File: src/rtl/alu_cmd_issuer_if.sv
// Command, ALU-drive and response signals shared between the issuer and its environment.
// master is the issuer side; slave is the command source / ALU / response consumer side.
interface alu_cmd_issuer_if #(
  parameter int unsigned TAG_W = 4
);
  logic             cmd_valid;
  logic             cmd_ready;
  logic [7:0]       cmd_a;
  logic [7:0]       cmd_b;
  logic [2:0]       cmd_op;
  logic [TAG_W-1:0] cmd_tag;

  logic [7:0]       alu_a;
  logic [7:0]       alu_b;
  logic [2:0]       alu_op;
  logic [8:0]       alu_result;
  logic             alu_overflow;

  logic             rsp_valid;
  logic             rsp_ready;
  logic [8:0]       rsp_result;
  logic             rsp_overflow;
  logic [TAG_W-1:0] rsp_tag;
  logic             rsp_illegal;

  modport master (
    input  cmd_valid, cmd_a, cmd_b, cmd_op, cmd_tag, alu_result, alu_overflow, rsp_ready,
    output cmd_ready, alu_a, alu_b, alu_op, rsp_valid, rsp_result, rsp_overflow, rsp_tag,
           rsp_illegal
  );

  modport slave (
    output cmd_valid, cmd_a, cmd_b, cmd_op, cmd_tag, alu_result, alu_overflow, rsp_ready,
    input  cmd_ready, alu_a, alu_b, alu_op, rsp_valid, rsp_result, rsp_overflow, rsp_tag,
           rsp_illegal
  );
endinterface

File: src/rtl/alu_cmd_issuer.sv
// Buffers tagged ALU commands, issues them to a one-cycle-latency ALU and returns tagged
// responses through a 2-entry queue; issue is throttled so the queue can never overflow.
module alu_cmd_issuer #(
  parameter int unsigned DEPTH = 4,
  parameter int unsigned TAG_W = 4
) (
  input  logic                    clk,
  input  logic                    rst,
  alu_cmd_issuer_if.master        bus,
  output logic [$clog2(DEPTH):0]  cmd_count
);
  localparam int unsigned PtrW = $clog2(DEPTH);
  localparam int unsigned CntW = PtrW + 1;

  typedef struct packed {
    logic [7:0]       a;
    logic [7:0]       b;
    logic [2:0]       op;
    logic [TAG_W-1:0] tag;
  } cmd_t;

  typedef struct packed {
    logic [8:0]       result;
    logic             overflow;
    logic [TAG_W-1:0] tag;
    logic             illegal;
  } rsp_t;

  cmd_t            fifo_q [DEPTH];
  logic [PtrW-1:0] wr_ptr_q, rd_ptr_q;
  logic [CntW-1:0] count_q;
  cmd_t            head;
  logic            full, empty, push, issue;

  rsp_t            resp_q [2];
  logic            resp_wr_q, resp_rd_q;
  logic [1:0]      resp_count_q;
  logic            rsp_pop;
  logic [2:0]      credit;

  logic             inflight_q;
  logic [TAG_W-1:0] side_tag_q;
  logic             side_illegal_q;

  assign full          = (count_q == CntW'(DEPTH));
  assign empty         = (count_q == '0);
  assign bus.cmd_ready = !full && !rst;
  assign push          = bus.cmd_valid && bus.cmd_ready;
  assign head          = fifo_q[rd_ptr_q];
  assign cmd_count     = count_q;

  assign bus.rsp_valid = (resp_count_q != 2'd0) && !rst;
  assign rsp_pop       = bus.rsp_valid && bus.rsp_ready;

  // Queued responses plus the one in flight, less the one leaving now, must leave a free slot.
  assign credit = {1'b0, resp_count_q} + {2'b00, inflight_q} - {2'b00, rsp_pop};
  assign issue  = !empty && !rst && (credit < 3'd2);

  always_comb begin
    bus.alu_a  = 8'd0;
    bus.alu_b  = 8'd0;
    bus.alu_op = 3'b111;
    if (issue) begin
      bus.alu_a  = head.a;
      bus.alu_b  = head.b;
      bus.alu_op = head.op;
    end
  end

  always_comb begin
    bus.rsp_result   = 9'd0;
    bus.rsp_overflow = 1'b0;
    bus.rsp_tag      = '0;
    bus.rsp_illegal  = 1'b0;
    if (bus.rsp_valid) begin
      bus.rsp_result   = resp_q[resp_rd_q].result;
      bus.rsp_overflow = resp_q[resp_rd_q].overflow;
      bus.rsp_tag      = resp_q[resp_rd_q].tag;
      bus.rsp_illegal  = resp_q[resp_rd_q].illegal;
    end
  end

  always_ff @(posedge clk) begin
    if (push) begin
      fifo_q[wr_ptr_q] <= {bus.cmd_a, bus.cmd_b, bus.cmd_op, bus.cmd_tag};
    end
  end

  always_ff @(posedge clk) begin
    if (rst) begin
      wr_ptr_q <= '0;
      rd_ptr_q <= '0;
      count_q  <= '0;
    end else begin
      if (push)  wr_ptr_q <= wr_ptr_q + PtrW'(1);
      if (issue) rd_ptr_q <= rd_ptr_q + PtrW'(1);
      case ({push, issue})
        2'b10:   count_q <= count_q + CntW'(1);
        2'b01:   count_q <= count_q - CntW'(1);
        default: count_q <= count_q;
      endcase
    end
  end

  always_ff @(posedge clk) begin
    if (rst) begin
      inflight_q     <= 1'b0;
      side_tag_q     <= '0;
      side_illegal_q <= 1'b0;
    end else begin
      inflight_q <= issue;
      if (issue) begin
        side_tag_q     <= head.tag;
        side_illegal_q <= (head.op >= 3'd5);
      end
    end
  end

  // The ALU result is only meaningful the cycle after an issue, hence capture on inflight_q.
  always_ff @(posedge clk) begin
    if (rst) begin
      resp_wr_q    <= 1'b0;
      resp_rd_q    <= 1'b0;
      resp_count_q <= 2'd0;
    end else begin
      if (inflight_q) begin
        resp_q[resp_wr_q] <= {bus.alu_result, bus.alu_overflow, side_tag_q, side_illegal_q};
        resp_wr_q         <= ~resp_wr_q;
      end
      if (rsp_pop) resp_rd_q <= ~resp_rd_q;
      case ({inflight_q, rsp_pop})
        2'b10:   resp_count_q <= resp_count_q + 2'd1;
        2'b01:   resp_count_q <= resp_count_q - 2'd1;
        default: resp_count_q <= resp_count_q;
      endcase
    end
  end

  always_ff @(posedge clk) begin
    if (!rst) begin
      assert (resp_count_q <= 2'd2);
      assert (!(inflight_q && (resp_count_q == 2'd2) && !rsp_pop));
    end
  end
endmodule

File: src/flat_wrapper.sv
// flat-port wrapper written by rule: the top's interface ports become plain ports
module alu_cmd_issuer_flat 
#(
  parameter int unsigned DEPTH = 4,
  parameter int unsigned TAG_W = 4
)
  (clk, rst, cmd_count, bus_cmd_valid, bus_cmd_a, bus_cmd_b, bus_cmd_op, bus_cmd_tag, bus_alu_result, bus_alu_overflow, bus_rsp_ready, bus_cmd_ready, bus_alu_a, bus_alu_b, bus_alu_op, bus_rsp_valid, bus_rsp_result, bus_rsp_overflow, bus_rsp_tag, bus_rsp_illegal);
  alu_cmd_issuer_if #(.TAG_W(TAG_W)) bus_i ();
  input  logic clk;
  input  logic rst;
  output logic [$clog2(DEPTH):0] cmd_count;
  input wire logic [$bits(bus_i.cmd_valid)-1:0] bus_cmd_valid;
  input wire logic [$bits(bus_i.cmd_a)-1:0] bus_cmd_a;
  input wire logic [$bits(bus_i.cmd_b)-1:0] bus_cmd_b;
  input wire logic [$bits(bus_i.cmd_op)-1:0] bus_cmd_op;
  input wire logic [$bits(bus_i.cmd_tag)-1:0] bus_cmd_tag;
  input wire logic [$bits(bus_i.alu_result)-1:0] bus_alu_result;
  input wire logic [$bits(bus_i.alu_overflow)-1:0] bus_alu_overflow;
  input wire logic [$bits(bus_i.rsp_ready)-1:0] bus_rsp_ready;
  output wire logic [$bits(bus_i.cmd_ready)-1:0] bus_cmd_ready;
  output wire logic [$bits(bus_i.alu_a)-1:0] bus_alu_a;
  output wire logic [$bits(bus_i.alu_b)-1:0] bus_alu_b;
  output wire logic [$bits(bus_i.alu_op)-1:0] bus_alu_op;
  output wire logic [$bits(bus_i.rsp_valid)-1:0] bus_rsp_valid;
  output wire logic [$bits(bus_i.rsp_result)-1:0] bus_rsp_result;
  output wire logic [$bits(bus_i.rsp_overflow)-1:0] bus_rsp_overflow;
  output wire logic [$bits(bus_i.rsp_tag)-1:0] bus_rsp_tag;
  output wire logic [$bits(bus_i.rsp_illegal)-1:0] bus_rsp_illegal;
  assign bus_i.cmd_valid = bus_cmd_valid;
  assign bus_i.cmd_a = bus_cmd_a;
  assign bus_i.cmd_b = bus_cmd_b;
  assign bus_i.cmd_op = bus_cmd_op;
  assign bus_i.cmd_tag = bus_cmd_tag;
  assign bus_i.alu_result = bus_alu_result;
  assign bus_i.alu_overflow = bus_alu_overflow;
  assign bus_i.rsp_ready = bus_rsp_ready;
  assign bus_cmd_ready = bus_i.cmd_ready;
  assign bus_alu_a = bus_i.alu_a;
  assign bus_alu_b = bus_i.alu_b;
  assign bus_alu_op = bus_i.alu_op;
  assign bus_rsp_valid = bus_i.rsp_valid;
  assign bus_rsp_result = bus_i.rsp_result;
  assign bus_rsp_overflow = bus_i.rsp_overflow;
  assign bus_rsp_tag = bus_i.rsp_tag;
  assign bus_rsp_illegal = bus_i.rsp_illegal;
  alu_cmd_issuer #(.DEPTH(DEPTH), .TAG_W(TAG_W)) u_core (.clk(clk), .rst(rst), .bus(bus_i), .cmd_count(cmd_count));
endmodule
File: config.mk
export PLATFORM = sky130hd
export DESIGN_NAME = alu_cmd_issuer_flat
export DESIGN_NICKNAME = d
export VERILOG_FILES = /design/src/rtl/alu_cmd_issuer_if.sv /design/src/rtl/alu_cmd_issuer.sv /design/src/flat_wrapper.sv
export SDC_FILE = /design/constraint.sdc
export NUM_CORES = 1
export LEC_CHECK = 0
export BUFFER_PORTS_ARGS = -buffer_cell sky130_fd_sc_hd__buf_4
export CAP_MARGIN = 20
export CORE_MARGIN = 2
export CORE_UTILIZATION = 49
export CTS_BUF_LIST = sky130_fd_sc_hd__clkbuf_4 sky130_fd_sc_hd__clkbuf_8
export CTS_CLUSTER_SIZE = 24
export DETAILED_ROUTE_END_ITERATION = 10
export PLACE_DENSITY = 0.81
export SYNTH_ARGS = -nofsm -noshare
export SYNTH_HDL_FRONTEND = slang
export SYNTH_SLANG_ARGS = --single-unit
File: constraint.sdc
create_clock -name clk -period 4.2 [get_ports clk]
set_input_delay 0.42 -clock clk [delete_from_list [all_inputs] [get_ports clk]]
set_output_delay 0.42 -clock clk [all_outputs]
set_load 0.03 [all_outputs]
======== Word-level counts from Yosys, hierarchy flattened ========
Memory sizes are Yosys's and may differ from the RTL's. A register that Yosys moved wholly into a read port is not among the register bits.
Cells that the tools add are included.
storage, ports and cells
  register bits after elaboration ......... 17
  RAM bits ................................ 122
  memories kept ........................... 2
  input bits .............................. 37
operators by class
  equal/unequal tests ..................... 5
  bitwise logic cells ..................... 2
  order comparisons ....................... 2
  add/subtract/negate cells ............... 8
  multiplexer cells ....................... 18
  reduce and logical (&&, ||, !) cells .... 13
memories
  name           depth  width  read ports  clocked after Yosys merged registers in  wr ports  line                  RTL
  u_core.fifo_q  4      23     1           1                                        1         alu_cmd_issuer.sv:29  cmd_t fifo_q [DEPTH];
  u_core.resp_q  2      15     1           1                                        1         alu_cmd_issuer.sv:35  rsp_t resp_q [2];
operators by type and width
  kind                                                        count
  two-way mux 8 bit                                           2
  two-way mux 1 bit                                           9
  two-way mux 9 bit                                           1
  adder 2 x 1 -> 2 bit, second input constant                 3
  logical AND 1 bit                                           6
  one-hot mux 3 bit (2 select lines)                          1
  nonzero test 2 bit                                          3
  == test 2 x 1 -> 1 bit, second input constant               2
  == test 2 bit, second input constant                        2
  two-way mux 2 bit                                           2
  two-way mux 4 bit                                           1
  one-hot mux 2 bit (2 select lines)                          1
  adder 2 x 1 -> 3 bit                                        1
  adder 3 x 1 -> 3 bit, second input constant                 1
  == test 3 bit, second input constant                        1
  greater-or-equal comparator 3 bit, second input constant    1
  logical NOT 1 bit                                           3
  logical NOT 3 bit                                           1
  less-than comparator 3 x 2 -> 1 bit, second input constant  1
  two-way mux 3 bit                                           1
  subtractor 3 x 1 -> 3 bit                                   1
  subtractor 3 x 1 -> 3 bit, second input constant            1
  NOT 1 bit                                                   2
  subtractor 2 x 1 -> 2 bit, second input constant            1

======== Logic depth before layout (Yosys ltp) ========
  depth after elaboration ................. 8
  mapped depth ............................ 15
  depth with buffers taken out ............ 12

======== Worst setup path after synthesis ========
No wires, ideal clock.
  path kind ............................... in2reg
  from .................................... in rst
  to ...................................... reg u_core.count_q[2], in the netlist u_core.cmd_count[2]
  arrival ................................. 3.213 ns
  data required time ...................... 4.129 ns
  path buffers ............................ 2
  setup time .............................. 0.071 ns
  stages .................................. 14
  slack ................................... 0.916 ns
  cells stage by stage .................... o21bai_2 > nor2_1 > o21ai_0 > fa_1 > nand2b_4 > buf_6 > nor3_2 > buf_2 > ha_1 > inv_1 > fa_1 > xor2_1 > or3_1 > a21oi_1
between the ends
  longest elaborated chain between the ends .. 8
  elaborated cells on any way between the ends .. 13
RTL lines
  element                                                                          line                                        RTL
  start, declared                                                                  flat_wrapper.sv:10                          input logic rst;
  logical NOT 1 bit (*)                                                            alu_cmd_issuer.sv:52, alu_cmd_issuer.sv:57
  logical AND 1 bit                                                                alu_cmd_issuer.sv:52                        assign bus.rsp_valid = (resp_count_q != 2'd0) && !rst;
  logical AND 1 bit                                                                alu_cmd_issuer.sv:53                        assign rsp_pop = bus.rsp_valid && bus.rsp_ready;
  subtractor 3 x 1 -> 3 bit                                                        alu_cmd_issuer.sv:56                        assign credit = {1'b0, resp_count_q} + {2'b00, inflight_q} - {2'b00, rsp_pop};
  less-than comparator 3 x 2 -> 1 bit                                              alu_cmd_issuer.sv:57                        assign issue = !empty && !rst && (credit < 3'd2);
  logical AND 1 bit (*)                                                            alu_cmd_issuer.sv:57
  net u_core.issue                                                                 alu_cmd_issuer.sv:33                        logic full, empty, push, issue;
  == test 2 x 1 -> 1 bit / == test 2 bit (equally long branches)                   alu_cmd_issuer.sv:97                        case ({push, issue})
  one-hot mux 3 bit (2 select lines) / nonzero test 2 bit (equally long branches)  -
  end signal, assigned                                                             alu_cmd_issuer.sv:98                        2'b10: count_q <= count_q + CntW'(1);
  end signal, assigned                                                             alu_cmd_issuer.sv:99                        2'b01: count_q <= count_q - CntW'(1);
  end signal, assigned                                                             alu_cmd_issuer.sv:100                       default: count_q <= count_q;
  end, declared                                                                    alu_cmd_issuer.sv:31                        logic [CntW-1:0] count_q;
Mark *: on every way through the listed nets, which the timed path passes. The rest lies on a longest branch.
A chain may end at the register's enable or synchronous reset.

======== Worst setup path in the final report ========
  from .................................... reg u_core.resp_count_q[1]
  to ...................................... out bus_alu_b[7]
between the ends
  longest elaborated chain between the ends .. 7
  elaborated cells on any way between the ends .. 8
RTL lines
  element                                                       line                   RTL
  start, declared                                               alu_cmd_issuer.sv:37   logic [1:0] resp_count_q;
  start signal, assigned                                        alu_cmd_issuer.sv:132  2'b10: resp_count_q <= resp_count_q + 2'd1;
  start signal, assigned                                        alu_cmd_issuer.sv:133  2'b01: resp_count_q <= resp_count_q - 2'd1;
  start signal, assigned                                        alu_cmd_issuer.sv:134  default: resp_count_q <= resp_count_q;
  branches (longest 3 deep; another with adder 2 x 1 -> 3 bit)  -
  subtractor 3 x 1 -> 3 bit (*)                                 alu_cmd_issuer.sv:56
  less-than comparator 3 x 2 -> 1 bit (*)                       alu_cmd_issuer.sv:57
  logical AND 1 bit (*)                                         alu_cmd_issuer.sv:57
  two-way mux 8 bit (*)                                         alu_cmd_issuer.sv:63   if (issue) begin
  end, declared                                                 flat_wrapper.sv:22     output wire logic [$bits(bus_i.alu_b)-1:0] bus_alu_b;
Every way passes the cells marked *.

==> impl_metrics.toml <==
[pwr]
switching_share = 0.305
totalPowerFinal_w = 0.00364
worst_ir_drop_vdd_v = 0.000340
power.density_nw_per_um2 = 541
share_clk_of_total_power = 0.290
cellLeakagePower_nw = 2.34
power_switching_w = 0.00111
power.combinational.fraction = 0.221
internal_power_w = 0.00253
power.sequential.fraction = 0.489

[yosys]
muxShareOfSynthArea = 0.126
ys_seq_elements = 142
arithmetic_cell_share_of_the_synthesized_area_counting_full_adders_half_adders_and_majority_gates = 0.0182
yosysSeqAreaShare = 0.723
synth_top_family_by_area = "multiplexers"
synth_compound_gate_area_share = 0.0269
synth_xor_xnor_area_share = 0.00912
postSynthNetCount = 363
synth.cell_area_sq_um = 5620
synthesis.area_per_instance_sq_um = 17.6
synth_flop_cell = "edfxtp_1"
synthSimpleGateAreaFrac = 0.0737
ys_async_sr_fraction = 0
number_of_synthesis_warnings = 0
synth_edf_count = 122
yosysUniqueCellTypes = 38
synth_cells = 319

[routing]
first_pass_iters = 4
post_drt_wl_per_cell_um = 17.4
number_of_drc_markers_after_the_initial_detailed_route_iteration = 109
drc = 0
final_antenna_net_count = 0
vias = 2938
post_detailed_routing_wire_length_mm = 9.75
route.detailed.vias_per_inst = 5.24

[global_routing]
grt_use_total = 0.169
number_of_antenna_violations_at_the_first_check_in_global_routing = 0
gr-total-overflow = 0
first_global_vias = 3083
largest_net_degree_at_the_start_of_global_routing = 26
grt_pass1_wl_mm = 16.0

[critical_path]
start_kind = "flop"
critical_path_class = "flop to output pin"
r2r-end = "u_core.cmd_count[2]$_SDFFE_PP0P_"
critical-path-top-delay-family = "simple AND/OR/NAND/NOR gates"
path_buf_inv = 2
cp.required_ps = 3780
cpMaxStageDelayCell = "fa_1"
worstPathCellList = "o21bai_2 -> nor2_1 -> o21ai_0 -> fa_1 -> nand2b_4 -> nor3_2 -> buf_4 -> and2_1 -> buf_4"
cp.arrival_ps = 3260
regToRegSetupSlack_ps = 670
r2r_start = "u_core.resp_count_q[1]$_SDFFE_PP0P_"
crit_top_cell = "buf_4"
timing.critical_path.fanout_max = 20
largest_stage_delay_worst_path_ps = 580
worstRegToRegCells = 12
worst_setup_path_end_kind = "output pin"

[flow_run]
drv.max_cap_violation_count = 0

[min_path]
min_delay_path_depth = 1
hp-class = "input pin to flop"
min-delay-start = "bus_alu_result[3]"
timing.hold.worst_endpoint = "u_core.resp_q[1][9]$_DFFE_PP_"

[sta]
fmaxAchievable_ghz = 0.272
setup_viol = 0
report.final.slew_viol_count = 0
final.period_utilization = 0.877
skew_ps = 8.08
relSlewSlack = 0.425
finalHoldViolCount = 0
slew_at_the_pin_with_the_worst_max_slew_slack_ps = 861
setup_total_negative_slack_ps = 0
layout_min_cycle_time_ps = 3680
rsz_0062_raised_after_global_routing = "no"

[placement]
place_hpwl_mm = 6.22
placement.io_buffers = 75
gp_congestion = 0.741

[die]
die_width_um = 111
die-area_sq_um = 12300
fp.dieH_um = 111
ioPinCount = 76
core_region_area_sq_um = 11300
placement_rows = 39
floorplan.initialDensity = 0.497

[run_status]
outcome = "finished clean"

[clock_tree]
clkSlewWorstSetupHoldPaths_ps = 80
clock-sinks = 142
cts_resized = 0
clock_tree.buffer_depth = 2
postCtsHoldBufs = 0
clk_latency_ps = 430
post_cts_buffers = 0
cts-htree-levels = 4
cts_buffers = 17
root_buffer = "clkbuf_8"
cts_tree = "yes"

[final_layout]
final.fill_count = 854
n_antenna_cell = 0
fin_nets = 449
syn_to_final_growth_pct = 19.6
post_route_cells_drive_above_1_share = 0.349
[layer usage]
metal / track usage / wire [um] / vias to the layer above
met3: 0.0667 / 691 / 6
met5: 0 / 0 / -
met1: 0.208 / 3960 / 1445
met4: 0.0453 / 56 / 0
met2: 0.281 / 5040 / 94
li1: - / - / 1393
[sequential cells by signal (all words and copies together), names as in the netlist, named ones only]
| signal | count |
|---|---|
| u_core.cmd_count | 3 |
| u_core.fifo_q | 92 |
| u_core.inflight_q | 1 |
| u_core.rd_ptr_q | 2 |
| u_core.resp_count_q | 2 |
| u_core.resp_q | 30 |
| u_core.resp_rd_q | 1 |
| u_core.resp_wr_q | 1 |
| u_core.side_illegal_q | 1 |
| u_core.side_tag_q | 4 |
| u_core.wr_ptr_q | 2 |
[synth_stat cells, types with 5 or more instances]
library cell,count,area [sq um]
mux2i_1,18,180
a21oi_1,12,60.1
ha_1,5,62.6
and2_1,20,125
edfxtp_1,122,3660
nor3_1,5,25.0
dfxtp_1,20,400
mux4_2,23,518
o31ai_1,6,45.0
inv_1,10,37.5
nand4_1,5,31.3
nor2_1,22,82.6
[cell type report]
class / instances / area [sq um] / share of cell area
well taps: 143 / 179 / 0.0266
multi-input cells: 152 / 1430 / 0.213
repair buffers: 82 / 619 / 0.0921
clock buffers: 18 / 241 / 0.0359
inverters: 10 / 37.5 / 0.00558
clock inverters: 14 / 149 / 0.0221
flip-flops and latches: 142 / 4070 / 0.604
[cells in the final DEF, fill, tap and decap left out, drive strengths merged, types with 2 or more instances in the layout]
cell type and n:
a21oi 12, and2 20, buf 82, clkbuf 18, clkinv 3, clkinvlp 2, dfxtp 20, edfxtp 122
fa 2, ha 5, inv 18, mux2i 18, mux4 23, nand2 3, nand2b 5, nand4 5
nor2 22, nor2b 2, nor3 7, nor3b 2, o21ai 4, o31ai 6, or3 3, or4 2
xnor2 2, xor2 3
[how the worst max path moves through the flow]
| stage | start | to | slack [ps] | depth (start not counted) |
|---|---|---|---|---|
| floorplan | rst | u_core.cmd_count[2]$_SDFFE_PP0P_ | 920 | 14 |
| global placement | rst | u_core.cmd_count[2]$_SDFFE_PP0P_ | 680 | 13 |
| detailed placement | rst | u_core.cmd_count[2]$_SDFFE_PP0P_ | 590 | 13 |
| CTS | u_core.resp_count_q[1]$_SDFFE_PP0P_ | bus_alu_b[7] | 440 | 9 |
| global route | u_core.resp_count_q[1]$_SDFFE_PP0P_ | bus_alu_b[7] | 250 | 8 |
| finish | u_core.resp_count_q[1]$_SDFFE_PP0P_ | bus_alu_b[7] | 520 | 9 |
[per-stage QoR]
step / setup slack, ps / hold slack (ps) / utilization / cells / area, sq um
after floorplan: 916 / 425 / - / 319 / 5620
after global placement: 678 / 442 / 0.559 / 528 / 6320
after detailed placement: 586 / 456 / 0.560 / 529 / 6330
after CTS: 439 / 150 / 0.594 / 561 / 6730
after global routing: 252 / 135 / 0.594 / 561 / 6730
final: 519 / 179 / 0.594 / 561 / 6730
[kinds of logic (layout without fill, tap and decap cells)]
logic type,Yosys count,count (layout)
adders and majority gates,7,7
muxes,42,42
xor gates and xnor gates,5,5
buffers and inverters,25,124
DFF,142,142
and+or+nand+nor,73,73
AOI/OAI and AO/OA,25,25
[power groups by stage]
stage	combinational, W	clock (W)	sequential [W]
after global placement	0.000785	0	0.00181
after detailed placement	0.000808	0	0.00182
after global routing	0.000865	0.00114	0.00181
after floorplan	0.000621	0	0.00175
after CTS	0.000816	0.00108	0.00179
final	0.000804	0.00105	0.00178
Note: power is estimated with default switching activity, not from simulation.
